## src/rtl/uart_pkg.sv

```systemverilog
// Shared UART definitions: FSM state encoding, parity modes, oversampling rate
// and the parity helper used by both the transmitter and the receiver.
package uart_pkg;

    typedef enum logic [2:0] {
        ST_IDLE   = 3'd0,
        ST_START  = 3'd1,
        ST_DATA   = 3'd2,
        ST_PARITY = 3'd3,
        ST_STOP   = 3'd4
    } uart_state_e;

    localparam logic [1:0] PAR_NONE = 2'd0;
    localparam logic [1:0] PAR_EVEN = 2'd1;
    localparam logic [1:0] PAR_ODD  = 2'd2;

    localparam int unsigned OVERSAMPLE = 32'd16;

    // Parity over the low dbit bits; odd mode inverts the even result.
    function automatic logic calc_parity(input logic [7:0] data, input int dbit,
                                         input logic [1:0] mode);
        logic p;
        p = 1'b0;
        for (int i = 32'sd0; i < 32'sd8; i++) begin
            if (i < dbit) begin
                p = p ^ data[i];
            end else begin
                p = p;
            end
        end
        if (mode == PAR_ODD) begin
            p = ~p;
        end else begin
            p = p;
        end
        return p;
    endfunction

endpackage

```

## src/rtl/uart_tx.sv

```systemverilog
// UART transmitter: start bit, DBIT data bits LSB first, optional parity bit,
// stop bit of SB_TICK oversample ticks. The line is driven from a flop.
module uart_tx
    import uart_pkg::*;
#(
    parameter int DBIT    = 8,
    parameter int SB_TICK = 16,
    parameter int PARITY  = 0
) (
    input  logic       clk,
    input  logic       reset,
    input  logic       s_tick,
    input  logic       tx_start,
    input  logic [7:0] din,
    output logic       tx,
    output logic       tx_busy,
    output logic       tx_done_tick
);

    localparam logic [4:0] LAST_OS_TICK   = 5'(OVERSAMPLE - 32'd1);
    localparam logic [4:0] LAST_STOP_TICK = 5'(SB_TICK - 32'sd1);
    localparam logic [2:0] LAST_BIT       = 3'(DBIT - 32'sd1);
    localparam logic [1:0] PAR_MODE       = 2'(PARITY);

    uart_state_e state_q, state_d;
    logic [4:0]  tick_q, tick_d;
    logic [2:0]  bit_q, bit_d;
    logic [7:0]  shreg_q, shreg_d;
    logic        par_q, par_d;
    logic        tx_q, tx_d;
    logic        busy_q;
    logic        done_s;

    // Next-state logic; done is a Mealy pulse so a coincident tx_start still sees STOP.
    always_comb begin
        state_d = state_q;
        tick_d  = tick_q;
        bit_d   = bit_q;
        shreg_d = shreg_q;
        par_d   = par_q;
        done_s  = 1'b0;
        case (state_q)
            ST_IDLE: begin
                if (tx_start) begin
                    state_d = ST_START;
                    shreg_d = din;
                    par_d   = calc_parity(din, DBIT, PAR_MODE);
                    tick_d  = 5'd0;
                    bit_d   = 3'd0;
                end else begin
                    state_d = ST_IDLE;
                end
            end
            ST_START, ST_PARITY: begin
                if (s_tick && (tick_q == LAST_OS_TICK)) begin
                    tick_d  = 5'd0;
                    bit_d   = 3'd0;
                    state_d = (state_q == ST_START) ? ST_DATA : ST_STOP;
                end else if (s_tick) begin
                    tick_d = tick_q + 5'd1;
                end else begin
                    tick_d = tick_q;
                end
            end
            ST_DATA: begin
                if (s_tick && (tick_q == LAST_OS_TICK)) begin
                    tick_d  = 5'd0;
                    shreg_d = {1'b0, shreg_q[7:1]};
                    if (bit_q == LAST_BIT) begin
                        state_d = (PAR_MODE != PAR_NONE) ? ST_PARITY : ST_STOP;
                    end else begin
                        bit_d = bit_q + 3'd1;
                    end
                end else if (s_tick) begin
                    tick_d = tick_q + 5'd1;
                end else begin
                    tick_d = tick_q;
                end
            end
            ST_STOP: begin
                if (s_tick && (tick_q == LAST_STOP_TICK)) begin
                    tick_d  = 5'd0;
                    done_s  = 1'b1;
                    state_d = ST_IDLE;
                end else if (s_tick) begin
                    tick_d = tick_q + 5'd1;
                end else begin
                    tick_d = tick_q;
                end
            end
            default: begin
                state_d = ST_IDLE;
            end
        endcase
    end

    // Line level for the current state, registered one clk later.
    always_comb begin
        tx_d = 1'b1;
        case (state_q)
            ST_IDLE:   tx_d = 1'b1;
            ST_START:  tx_d = 1'b0;
            ST_DATA:   tx_d = shreg_q[0];
            ST_PARITY: tx_d = par_q;
            ST_STOP:   tx_d = 1'b1;
            default:   tx_d = 1'b1;
        endcase
    end

    // State, counters, shift register and output flops.
    always_ff @(posedge clk or posedge reset) begin
        if (reset) begin
            state_q <= ST_IDLE;
            tick_q  <= 5'd0;
            bit_q   <= 3'd0;
            shreg_q <= 8'd0;
            par_q   <= 1'b0;
            tx_q    <= 1'b1;
            busy_q  <= 1'b0;
        end else begin
            state_q <= state_d;
            tick_q  <= tick_d;
            bit_q   <= bit_d;
            shreg_q <= shreg_d;
            par_q   <= par_d;
            tx_q    <= tx_d;
            busy_q  <= (state_d != ST_IDLE);
        end
    end

    assign tx           = tx_q;
    assign tx_busy      = busy_q;
    assign tx_done_tick = done_s;

endmodule

```

## config.mk

```make
export PLATFORM = sky130hd
export DESIGN_NAME = uart_tx
export DESIGN_NICKNAME = d
export VERILOG_FILES = /design/src/rtl/uart_pkg.sv /design/src/rtl/uart_tx.sv
export SDC_FILE = /design/constraint.sdc
export NUM_CORES = 1
export LEC_CHECK = 0
export ABC_CLOCK_PERIOD_IN_PS = 2900
export BUFFER_PORTS_ARGS = -buffer_cell sky130_fd_sc_hd__buf_2
export CAP_MARGIN = 0
export CORE_MARGIN = 2
export CORE_UTILIZATION = 56
export CTS_CLUSTER_DIAMETER = 200
export CTS_CLUSTER_SIZE = 8
export DETAILED_ROUTE_END_ITERATION = 10
export HOLD_SLACK_MARGIN = 0.06
export PLACE_DENSITY = 0.86
export SYNTH_ARGS = -nofsm -noshare
export SYNTH_HDL_FRONTEND = slang
export SYNTH_SLANG_ARGS = --single-unit
```

## constraint.sdc

```tcl
create_clock -name clk -period 2.9 [get_ports clk]
set_input_delay 0.29 -clock clk [delete_from_list [all_inputs] [get_ports clk]]
set_output_delay 0.29 -clock clk [all_outputs]
set_load 0.01 [all_outputs]
```

# Word-level counts from Yosys, hierarchy flattened
# Cells that the tools add are included.
# totals
reg_bits	22
elab_cells	75
# classes
add_sub_neg	2
eq_ne	11
muxes	36
bitwise	7
reduce_logical	12
# ops
op	count
$mux W3	9
$mux W1	17
$mux W8	2
$pmux W8 S2	1
$mux W5	3
$pmux W3 S4	1
$pmux W5 S2	1
$pmux W3 S3	1
$ne A2 B2 Y1 const B	4
$xor A1 B1 Y1	7
$eq A3 B2 Y1 const B	2
$eq A3 B3 Y1 const B	2
$reduce_and A3 Y1	2
$reduce_bool A3 Y1	2
$add A5 B1 Y5 const B	1
$eq A5 B4 Y1 const B	1
$reduce_and A5 Y1	1
$reduce_bool A2 Y1	2
$reduce_or A4 Y1	1
$add A3 B1 Y3 const B	1
$eq A3 B1 Y1 const B	1
$logic_not A3 Y1	1
$ne A3 B1 Y1 const B	1
$pmux W1 S3	1
3 further kinds	3

# Longest topological paths before layout
# Gate-level depths: netlist of the first run.
# logic_depth
ltp_word	21
ltp_mapped	6
depth_no_buf	6

# Least setup slack after synthesis of the first run
# No wires, ideal clock.
# synth_path
path_kind	register to register
start	register tick_q[0]
end	register shreg_q[0]
arrival_ps	1515
t_required_ps	2775
setup_slack_ps	1260
stages_incl_launch_ff	6
synth_period_minus_slack_ps	1640
cell_sequence	dfrtp_1 > ha_1 > and3_2 > a31oi_2 > nor3_4 > mux2_2
# synth_via
elab_chain_len	4
# synth_rtl
item	line	rtl
from (decl)	uart_tx.sv:26	logic [4:0] tick_q, tick_d;
from (signal assigned)	uart_tx.sv:122	tick_q <= tick_d;
$eq A5 B4 Y1	uart_tx.sv:66	if (s_tick && (tick_q == LAST_OS_TICK)) begin
$logic_and A1 B1 Y1	uart_tx.sv:66	
$ne A2 B2 Y1 (no line)	--	
$reduce_and A3 Y1 (no line)	--	
to (signal assigned)	uart_tx.sv:124	shreg_q <= shreg_d;
to (decl)	uart_tx.sv:28	logic [7:0] shreg_q, shreg_d;
# No other way between the ends.
# A chain may end at the register's enable or synchronous reset.

# Worst setup path in the final report of the first run
# layout_path
start	register tick_q[0]
end	output port tx_done_tick
# layout_via
elab_chain_len	4
# layout_rtl
item	line	rtl
$eq A5 B4 Y1	uart_tx.sv:81	if (s_tick && (tick_q == LAST_STOP_TICK)) begin
$logic_and A1 B1 Y1	uart_tx.sv:81	
$mux W1	uart_tx.sv:81	
$mux W1	uart_tx.sv:42	case (state_q)
to (decl)	uart_tx.sv:17	output logic tx_done_tick
# No other way between the ends.

==> flow_metrics.py, run 1 <==
metrics = {
    "placement": {
        "place_inst": 156,
        "dp_worst_setup_slack_ns": 1.040,
        "hpwl_mm": 1.626,
        "place_congestion": 0.7574,
        "numPortBuffers": 14,
        "post_dp_cell_area_sq_um": 1349,
    },
    "outcome": {
        "status": "finished, final reports clean",
    },
    "power": {
        "switching_power_mw": 0.3481,
        "power_total_mw": 1.014,
        "p_int_mw": 0.6655,
        "switching_share_pct": 34.34,
        "combinationalPowerShare_pct": 31.6,
        "power.share.sequential_pct": 51.5,
        "power.leakage_nw": 0.5885,
        "vdd_drop_max_v": 0.0004372,
        "clock_power_share_pct": 16.8,
        "power.density_nw_per_um2": 731.8,
    },
    "yosys": {
        "ys_warn_count": 0,
        "mappedNetlistNets": 133,
        "post-synth-top-area-fraction_pct": 41.10,
        "synth_cell_type_count": 36,
        "syn_avg_cell_area_sq_um": 10.84,
        "synth_seq_cells": 22,
        "async_reset_ff_share_pct": 100.0,
        "area_of_the_mapped_netlist_sq_um": 1279,
        "share_of_synthesized_area_occupied_by_flip_flops_and_latches_pct": 43.15,
        "synth_most_common_cell": "sky130_fd_sc_hd__dfrtp_1",
        "synth_edf_count": 0,
        "synthTopCellsByArea": "sky130_fd_sc_hd__dfrtp_1 41%, sky130_fd_sc_hd__mux2_2 13%, sky130_fd_sc_hd__xnor2_1 4.8%, sky130_fd_sc_hd__nand2_1 3.5%, sky130_fd_sc_hd__ha_1 2.9%",
        "netlist_instances": 118,
        "post_synth_most_frequent_cells": "21 x sky130_fd_sc_hd__dfrtp_1, 15 x sky130_fd_sc_hd__mux2_2, 12 x sky130_fd_sc_hd__nand2_1, 7 x sky130_fd_sc_hd__inv_1, 7 x sky130_fd_sc_hd__xnor2_1",
        "synthDominantAreaCellType": "sky130_fd_sc_hd__dfrtp_1",
        "dominantRegCellSynth": "sky130_fd_sc_hd__dfrtp_1",
    },
    "critical_path": {
        "worstReg2RegStart": "state_q[0]",
        "crit_path_start": "tick_q[0]",
        "cp-end-kind": "output pin",
        "critical_path_required_ns": 2.61,
        "crit_arrival_ns": 1.70,
        "criticalPathCategory": "reg2out",
        "worst_setup_path_start_kind": "flop",
        "timing.critical_path.slowest_stage_cell": "sky130_fd_sc_hd__dfrtp_1",
        "worstPathCellList": "ha_1 -> and3_2 -> nand2_1 -> nor2_1 -> buf_2",
        "timing.critical_path.fanout_max": 8,
        "minimum_setup_slack_among_reg_to_reg_paths_ns": 1.02,
        "critPathMaxStageDelay_ns": 0.44,
    },
    "cells_and_area": {
        "final_cells": 160,
        "fillerInstances": 197,
        "design_area_sq_um": 1385,
        "final_core_util_pct": 63.22,
        "post_route_cells_drive_above_1_share_pct": 33.33,
        "syn_to_final_growth_pct": 8.317,
        "diode_count": 0,
        "final_net_count": 148,
    },
    "cts": {
        "cts_max_level": 1,
        "post-cts-setup-buffer-count": 0,
        "maximum_number_of_buffers_from_clock_root_to_sink": 2,
        "tritoncts_clock_tree": "built",
        "cts_inserted_buffers": 3,
        "cts.clk_slew.worst_paths_ns": 0.12,
        "clock_sinks": 22,
        "post_cts.resized_instances": 0,
        "clk_latency_ns": 0.31,
        "cts_hold_buffers": 0,
        "cts.root.buffer_cell": "sky130_fd_sc_hd__clkbuf_4",
    },
    "floorplan": {
        "fp.coreArea_sq_um": 2191,
        "fp.dieW_um": 51.79,
        "height_of_the_die_um": 51.79,
        "ioPinCount": 15,
        "fp-row-count": 17,
        "floorplan.die_area_sq_um": 2682,
        "initial_utilization_pct": 58.37,
    },
    "grt": {
        "gr-usage-met1_pct": 22.43,
        "number_of_global_route_vias_before_repair": 936,
        "grt_overflow": 0,
        "pin_count_of_the_biggest_net_entering_global_routing": 23,
        "global_route.usage.met3_pct": 6.034,
        "met2_usage_pct": 38.03,
        "globalRoute.busiestLayer": "met2",
        "grtUsageTotal_pct": 20.73,
        "antenna_violations_before_repair": 0,
        "wire_length_of_the_first_global_routing_pass_mm": 4.036,
    },
    "sta": {
        "totalNegativeSetupSlack_ns": 0,
        "timing.final.crit_period_ns": 1.992,
        "fin_ws_ns": 0.9077,
        "tightestPinTransition_ns": 0.8336,
        "rsz0062_at_grt": "false",
        "slew_margin_rel_pct": 44.36,
        "setup_violations": 0,
        "fin_worst_hold_slack_ns": 0.1134,
        "timing_max_transition_violations_final": 0,
        "maximum_clock_skew_at_final_layout_ns": 0.004588,
        "report.final.hold_viol_count": 0,
        "layout_worst_path_cycle_share_pct": 68.70,
        "highest_clock_frequency_the_design_can_meet_mhz": 501.9,
    },
    "route": {
        "route.vias.total": 901,
        "viasPerCell": 5.631,
        "routed_wire_length_per_instance_um": 13.99,
        "detailedRoute.firstPassIterationCount": 4,
        "routed_wl_mm": 2.239,
        "initial_drc_count": 18,
        "route.antenna.remaining_nets": 0,
        "remaining_design_rule_violation_count": 0,
    },
    "flow_run": {
        "maxCapViolations": 0,
    },
    "worst_hold_path": {
        "holdCritPathClass": "in2async",
    },
}
## routing by layer
metal,up-vias,part of all wire [%]
met1,435,42
met3,5,5.0
li1,436,-
met5,-,0
met4,0,1.4
met2,25,52
## critical path: cells and delay by family (launching register included)
family                   cells  cell delay (ns)
adder cells (fa/ha/maj)      1             0.25
buffers and inverters        1             0.14
AND/OR/NAND/NOR              3             0.56
flip-flops                   1             0.44
## logic make-up after synthesis
kind of cell             after synthesis  share of synthesized area [%]
AND/OR/NAND/NOR                       37                          17.42
adder cells (fa/ha/maj)                3                          2.936
AO/OA/AOI/OAI                         20                          11.25
buffers and inverters                 11                          4.795
XOR/XNOR                               7                          4.795
multiplexers                          18                          15.66
flip-flops                            22                          43.15
## state kept, by name (all words and copies together), names as in the netlist
register / flops
tx_busy: 1
shreg_q: 8
tick_q: 5
state_q: 3
par_q: 1
tx: 1
bit_q: 3
## cell usage in the layout (no fill, tap or decap), types with 3 or more instances in the layout
master,n
sky130_fd_sc_hd__nor2b_1,4
sky130_fd_sc_hd__o21ai_0,4
sky130_fd_sc_hd__a21oi_1,5
sky130_fd_sc_hd__dfrtp_1,21
sky130_fd_sc_hd__nor2_1,6
sky130_fd_sc_hd__clkbuf_4,3
sky130_fd_sc_hd__nand2_1,12
sky130_fd_sc_hd__mux2_2,15
sky130_fd_sc_hd__inv_1,7
sky130_fd_sc_hd__nand3_1,4
sky130_fd_sc_hd__xnor2_1,7
sky130_fd_sc_hd__buf_2,14
sky130_fd_sc_hd__ha_1,3
## power groups by stage
stage	logic (mW)	registers [mW]	clock network, mW
6_report	0.321	0.522	0.171
5_1_grt	0.366	0.541	0.187
4_1_cts	0.324	0.522	0.175
3_5_place_dp	0.320	0.529	0
3_3_place_gp	0.303	0.519	0
2_1_floorplan	0.308	0.478	0
## path summary, 6_finish.rpt
kind	end	cells after the start
worst max-delay path	tx_done_tick	5
worst min-delay path	tick_q[3]	2
worst max register to register	shreg_q[1]	4
worst min register to register	tick_q[4]	1
max in group asynchronous	shreg_q[4]	2
min in group clk	state_q[0]	3
## cell type report
type	count	area [sq um]	area share, %
Inverter	7	26.28	1.897
Clock buffer	4	36.28	2.620
Sequential cell	22	551.8	39.84
Multi-Input combinational cell	85	665.6	48.06
Tap cell	28	35.03	2.529
Timing Repair Buffer	14	70.07	5.059
Note: power is estimated with default switching activity, not from simulation.
==> inputs of run 2 (changes only) <==
==> config.mk (replaced) <==
export PLATFORM = sky130hd
export DESIGN_NAME = uart_tx
export DESIGN_NICKNAME = d
export VERILOG_FILES = /design/src/rtl/uart_pkg.sv /design/src/rtl/uart_tx.sv
export SDC_FILE = /design/constraint.sdc
export NUM_CORES = 1
export LEC_CHECK = 0
export ABC_CLOCK_PERIOD_IN_PS = 1750
export BUFFER_PORTS_ARGS = -buffer_cell sky130_fd_sc_hd__buf_2
export CAP_MARGIN = 0
export CORE_MARGIN = 2
export CORE_UTILIZATION = 51
export CTS_CLUSTER_DIAMETER = 200
export CTS_CLUSTER_SIZE = 8
export DETAILED_ROUTE_END_ITERATION = 10
export HOLD_SLACK_MARGIN = 0.06
export PLACE_DENSITY = 0.83
export SYNTH_ARGS = -nofsm -noshare
export SYNTH_HDL_FRONTEND = slang
export SYNTH_SLANG_ARGS = --single-unit
==> constraint.sdc (replaced) <==
create_clock -name clk -period 1.75 [get_ports clk]
set_input_delay 0.175 -clock clk [delete_from_list [all_inputs] [get_ports clk]]
set_output_delay 0.175 -clock clk [all_outputs]
set_load 0.01 [all_outputs]
==> run 2 against run 1 <==
  * Via count up 7.3%
  * Power up 89%
  * Setup slack worse by 0.86 ns
  * Combinational power rose to 2.5 times the previous value
  * Die area up 9.0%
  * Clock skew up 0.0042 ns
  * Global-route usage down 2.3 points
  * First-iteration DRC count up 5.6%
  * Register-to-register slack worse by 0.97 ns
  * Highest routed layer unchanged
==> flow_metrics.py, run 2 (synthesized netlist as in run 1, its figures left out) <==
metrics = {
    "sta": {
        "tightestPinTransition_ns": 0.4053,
        "setup_violations": 0,
        "rsz0062_at_grt": "true",
        "timing.final.crit_period_ns": 1.704,
        "maximum_clock_skew_at_final_layout_ns": 0.008832,
        "fin_ws_ns": 0.04553,
        "timing_max_transition_violations_final": 0,
        "layout_worst_path_cycle_share_pct": 97.40,
        "highest_clock_frequency_the_design_can_meet_mhz": 586.7,
        "report.final.hold_viol_count": 0,
        "slew_margin_rel_pct": 72.87,
        "totalNegativeSetupSlack_ns": 0,
    },
    "cells_and_area": {
        "fillerInstances": 198,
        "largest_registers_in_the_final_layout": "shreg_q x8, tick_q x5",
        "design_area_sq_um": 1589,
        "ff_latch_area_sq_um": 551.8,
        "post_route_cells_drive_above_1_share_pct": 42.38,
        "layout_common_cells": "21 x sky130_fd_sc_hd__dfrtp_1, 16 x sky130_fd_sc_hd__buf_4, 14 x sky130_fd_sc_hd__buf_2",
        "multiInputGateArea_sq_um": 714.4,
        "syn_to_final_growth_pct": 24.27,
        "top_register": "shreg_q",
        "max_ffs_per_register": 8,
        "diode_count": 0,
        "layout_commonest_cell": "sky130_fd_sc_hd__dfrtp_1",
        "final_net_count": 167,
    },
    "power": {
        "p_int_mw": 1.287,
        "power.leakage_nw": 0.7135,
        "switching_power_mw": 0.6290,
        "power.share.sequential_pct": 43.6,
        "combinationalPowerShare_pct": 42.0,
        "vdd_drop_max_v": 0.0007443,
        "power_total_mw": 1.916,
        "clock_power_share_pct": 14.5,
        "power.density_nw_per_um2": 1206,
        "switching_share_pct": 32.83,
    },
    "critical_path": {
        "crit_path_start": "tick_q[1]",
        "worstReg2RegStart": "tick_q[1]",
        "critical_path_required_ns": 1.95,
        "cp-end-kind": "flop",
        "critPathMaxStageDelay_ns": 0.38,
        "worstPathCellList": "ha_2 -> and3_4 -> a31oi_4 -> nor3_4 -> buf_6 -> mux2_4",
        "minimum_setup_slack_among_reg_to_reg_paths_ns": 0.05,
        "criticalPathCategory": "reg2reg",
        "worst_setup_path_start_kind": "flop",
        "timing.critical_path.fanout_max": 4,
        "worstSetupEndpoint": "shreg_q[5]",
        "rr_worst_depth": 6,
        "worstReg2RegEnd": "shreg_q[5]",
        "timing.critical_path.slowest_stage_cell": "sky130_fd_sc_hd__dfrtp_1",
        "crit_arrival_ns": 1.90,
    },
    "placement": {
        "hpwl_mm": 1.763,
        "numPortBuffers": 14,
        "dp_worst_setup_slack_ns": 0.01964,
        "place_congestion": 0.7824,
        "post_dp_cell_area_sq_um": 1441,
    },
    "floorplan": {
        "floorplan.die_area_sq_um": 2924,
        "fp.dieW_um": 54.08,
        "ioPinCount": 15,
        "height_of_the_die_um": 54.08,
        "initial_utilization_pct": 52.57,
        "fp-row-count": 18,
        "fp.coreArea_sq_um": 2432,
    },
    "route": {
        "routed_wl_mm": 2.433,
        "route.antenna.remaining_nets": 0,
        "remaining_design_rule_violation_count": 0,
        "initial_drc_count": 19,
        "viasPerCell": 5.343,
        "detailedRoute.firstPassIterationCount": 4,
        "routed_wire_length_per_instance_um": 13.44,
        "route.vias.total": 967,
    },
    "grt": {
        "pin_count_of_the_biggest_net_entering_global_routing": 23,
        "grt_overflow": 0,
        "grtUsageTotal_pct": 18.44,
        "wire_length_of_the_first_global_routing_pass_mm": 3.870,
        "number_of_global_route_vias_before_repair": 978,
        "antenna_violations_before_repair": 0,
    },
    "cts": {
        "cts_max_level": 1,
        "tritoncts_clock_tree": "built",
        "cts.clk_slew.worst_paths_ns": 0.12,
        "cts_inserted_buffers": 3,
        "clk_latency_ns": 0.31,
        "cts.root.buffer_cell": "sky130_fd_sc_hd__clkbuf_4",
        "maximum_number_of_buffers_from_clock_root_to_sink": 2,
        "clock_sinks": 22,
    },
    "outcome": {
        "status": "finished, final reports clean",
    },
    "worst_hold_path": {
        "holdCritPathClass": "in2reg",
    },
    "flow_run": {
        "maxCapViolations": 0,
    },
}
-- run 2: how the worst min path moves through the flow --
stage | from | endpoint | depth (start not counted)
final | tx_start | state_q[0] | 3
after global routing | tx_start | state_q[0] | 3
after CTS | tx_start | state_q[0] | 3
after detailed placement | reset | tick_q[2] | 3
after global placement | reset | tick_q[2] | 3
after floorplan | reset | bit_q[0] | 1
-- run 2: layout make-up --
type	instances	area share [%]
clock buffer	4	2.283
inverter	7	1.654
multi-input combinational	85	44.96
sequential	22	34.72
tap	30	2.362
timing repair buffer	33	14.02
-- run 2: metal layers --
metal	part of all wire [%]	GRT usage [%]
met5	0	0
met4	1.1	7.500
met3	2.6	2.778
met2	50	34.15
met1	46	20.95
-- run 2: power by group through the flow --
stage / combinational (mW) / sequential (mW) / clock (mW)
6_report: 0.804 / 0.835 / 0.277
5_1_grt: 0.888 / 0.858 / 0.299
4_1_cts: 0.706 / 0.821 / 0.289
3_5_place_dp: 0.659 / 0.840 / 0
3_3_place_gp: 0.622 / 0.828 / 0
2_1_floorplan: 0.511 / 0.793 / 0
-- run 2: through the flow --
step / utilization (%) / hold WS, ns / std cells
after CTS: 62.40 / 0.1711 / 178
after global placement: 59.26 / 0.2197 / 170
after floorplan: - / 0.1635 / 118
after detailed placement: 59.26 / 0.2247 / 170
after global routing: 65.33 / 0.2234 / 181
final: 65.33 / 0.1967 / 181
-- run 2: what timing repair did --
item,4_1_cts,5_1_grt
gates resized for setup,2,12
setup endpoints to repair,2,11
pin swaps,1,4
endpoints found under the hold margin,21,0
hold buffers,1,0
buffers inserted,3,3
-- run 2: critical path, delay by kind of cell, from the launching register on --
kind                     cells  cell delay [ns]
AND/OR/NAND/NOR              2             0.48
flip-flops                   1             0.38
multiplexers                 1             0.30
adder cells (fa/ha/maj)      1             0.18
buffers and inverters        1             0.16
AO/OA/AOI/OAI                1             0.10
==> inputs of run 3 (changes only) <==
==> config.mk (replaced) <==
export PLATFORM = sky130hd
export DESIGN_NAME = uart_tx
export DESIGN_NICKNAME = d
export VERILOG_FILES = /design/src/rtl/uart_pkg.sv /design/src/rtl/uart_tx.sv
export SDC_FILE = /design/constraint.sdc
export NUM_CORES = 1
export LEC_CHECK = 0
export ABC_CLOCK_PERIOD_IN_PS = 1700
export BUFFER_PORTS_ARGS = -buffer_cell sky130_fd_sc_hd__buf_2
export CAP_MARGIN = 0
export CORE_MARGIN = 2
export CORE_UTILIZATION = 56
export CTS_CLUSTER_DIAMETER = 200
export CTS_CLUSTER_SIZE = 8
export DETAILED_ROUTE_END_ITERATION = 10
export HOLD_SLACK_MARGIN = 0.06
export PLACE_DENSITY = 0.86
export SYNTH_ARGS = -nofsm -noshare
export SYNTH_HDL_FRONTEND = slang
export SYNTH_SLANG_ARGS = --single-unit
==> constraint.sdc (replaced) <==
create_clock -name clk -period 1.7 [get_ports clk]
set_input_delay 0.17 -clock clk [delete_from_list [all_inputs] [get_ports clk]]
set_output_delay 0.17 -clock clk [all_outputs]
set_load 0.01 [all_outputs]
==> run 3 against run 2 <==
  * Maximum frequency up 3.5%
  * Setup slack gained 0.0073 ns
  * Power grew 5.1%
  * Combinational power grew 9.6%
  * Design area increased by 1.3%
  * Global-route usage up 2.9 points
  * Final cell count decreased by 1.7%
  * Sequential power up 1%
  * First-iteration DRC count shrank 47%
  * Flip-flop and latch count did not move
  * Count of clock-buffer cells in the layout stayed put
  * Largest power group is now combinational cells
==> flow_metrics.py, run 3 (synthesized netlist as in run 1, its figures left out) <==
metrics = {
    "cts": {
        "cts_inserted_buffers": 3,
        "tritoncts_clock_tree": "built",
        "clk_latency_ns": 0.31,
        "cts.clk_slew.worst_paths_ns": 0.12,
        "cts_max_level": 1,
        "maximum_number_of_buffers_from_clock_root_to_sink": 2,
        "cts.root.buffer_cell": "sky130_fd_sc_hd__clkbuf_4",
        "clock_sinks": 22,
    },
    "route": {
        "viasPerCell": 5.371,
        "met3_length_um": 66,
        "routed_wire_length_per_instance_um": 14.46,
        "route.layer.met1.wl_mm": 1.146,
        "route.antenna.remaining_nets": 0,
        "route.vias.total": 956,
        "routed.top_layer": "met4",
        "detailedRoute.firstPassIterationCount": 4,
        "remaining_design_rule_violation_count": 0,
        "routed_wl_mm": 2.574,
        "detailroute.wirelength.met2_mm": 1.313,
        "initial_drc_count": 10,
    },
    "sta": {
        "rsz0062_at_grt": "true",
        "report.final.hold_viol_count": 0,
        "layout_worst_path_cycle_share_pct": 96.89,
        "timing.final.crit_period_ns": 1.647,
        "maximum_clock_skew_at_final_layout_ns": 0.003740,
        "fin_ws_ns": 0.05285,
        "setup_violations": 0,
        "totalNegativeSetupSlack_ns": 0,
        "timing_max_transition_violations_final": 0,
        "tightestPinTransition_ns": 0.2997,
        "highest_clock_frequency_the_design_can_meet_mhz": 607.1,
        "slew_margin_rel_pct": 79.94,
    },
    "placement": {
        "post_dp_cell_area_sq_um": 1424,
        "numPortBuffers": 14,
        "place_congestion": 0.8944,
        "place_inst": 166,
        "dp_worst_setup_slack_ns": -0.05165,
        "hpwl_mm": 1.747,
    },
    "cells_and_area": {
        "diode_count": 0,
        "post_route_cells_drive_above_1_share_pct": 46.67,
        "final_cells": 178,
        "layout_common_cells": "20 x sky130_fd_sc_hd__dfrtp_1, 16 x sky130_fd_sc_hd__buf_4, 14 x sky130_fd_sc_hd__buf_2",
        "max_ffs_per_register": 8,
        "fillerInstances": 153,
        "syn_to_final_growth_pct": 25.93,
        "largest_registers_in_the_final_layout": "shreg_q x8, tick_q x5",
        "final_core_util_pct": 73.50,
        "top_register": "shreg_q",
        "layout_commonest_cell": "sky130_fd_sc_hd__dfrtp_1",
        "design_area_sq_um": 1610,
        "final_net_count": 166,
    },
    "critical_path": {
        "worst_setup_path_start_kind": "flop",
        "rr_worst_depth": 6,
        "worstPathCellList": "ha_2 -> ha_4 -> nor2b_2 -> o211ai_1 -> a21oi_2 -> mux2_1",
        "crit_arrival_ns": 1.85,
        "crit_path_start": "bit_q[0]",
        "minimum_setup_slack_among_reg_to_reg_paths_ns": 0.05,
        "worstSetupEndpoint": "bit_q[0]",
        "critical_path_required_ns": 1.90,
        "worstReg2RegStart": "bit_q[0]",
        "cp-end-kind": "flop",
        "timing.critical_path.fanout_max": 2,
        "worstReg2RegEnd": "bit_q[0]",
        "criticalPathCategory": "reg2reg",
        "critPathMaxStageDelay_ns": 0.41,
        "timing.critical_path.slowest_stage_cell": "sky130_fd_sc_hd__dfrtp_1",
    },
    "power": {
        "vdd_drop_max_v": 0.0007517,
        "power.density_nw_per_um2": 1251,
        "power.leakage_nw": 0.7019,
    },
    "outcome": {
        "status": "finished, final reports clean",
    },
    "floorplan": {
        "fp.dieW_um": 51.79,
        "fp.coreArea_sq_um": 2191,
        "ioPinCount": 15,
        "fp-row-count": 17,
        "initial_utilization_pct": 58.37,
        "height_of_the_die_um": 51.79,
        "floorplan.die_area_sq_um": 2682,
    },
    "grt": {
        "wire_length_of_the_first_global_routing_pass_mm": 4.126,
        "number_of_global_route_vias_before_repair": 927,
        "pin_count_of_the_biggest_net_entering_global_routing": 23,
        "grtUsageTotal_pct": 21.33,
        "antenna_violations_before_repair": 0,
        "grt_overflow": 0,
    },
    "flow_run": {
        "maxCapViolations": 0,
    },
    "worst_hold_path": {
        "holdCritPathClass": "in2reg",
    },
}
## run 3: how the worst min path moves through the flow
stage                         from          to  cells after the start
final                     tx_start  state_q[0]                      3
after CTS                 tx_start  state_q[0]                      3
after global placement       reset   tick_q[0]                      3
after detailed placement     reset   tick_q[0]                      3
after floorplan              reset    bit_q[0]                      1
after global routing      tx_start  state_q[0]                      3
## run 3: power by group
part	internal, mW	total, mW	leakage [nW]	switching, mW
Sequential	0.718	0.843	0.265	0.125
Clock	0.131	0.290	0.0210	0.159
Combinational	0.489	0.881	0.416	0.392
Total	1.34	2.01	0.702	0.676
## run 3: repair_timing
item,4_1_cts,5_1_grt
setup buffers,4,3
hold endpoints to repair,21,0
hold buffers,1,0
pin swaps,2,8
endpoints found under the setup margin,12,16
resized for setup,2,18
## run 3: area by class of cell
type	instances	area (sq um)	share of cell area (%)
Timing Repair Buffer	32	220.2	13.68
Sequential cell	22	553.0	34.34
Inverter	7	26.28	1.632
Tap cell	28	35.03	2.176
Multi-Input combinational cell	85	739.5	45.92
Clock buffer	4	36.28	2.253
## run 3: worst max-delay path: cells and delay by family, from the launching register on
family,cells,cell delay (ns)
compound gates,2,0.33
fa+ha+maj,2,0.36
flops,1,0.41
mux,1,0.33
simple gates,1,0.11
## run 3: metal layers
metal,vias up,GRT usage (%)
met3,4,2.586
met5,-,0
met2,16,36.97
li1,476,-
met4,0,10.53
met1,460,26.12
## run 3: stage by stage
step,hold slack (ns),total power [mW]
floorplan,0.1585,1.341
global placement,0.2100,1.494
detailed placement,0.2204,1.550
CTS,0.1699,1.894
global route,0.1842,2.146
finish,0.1812,2.014
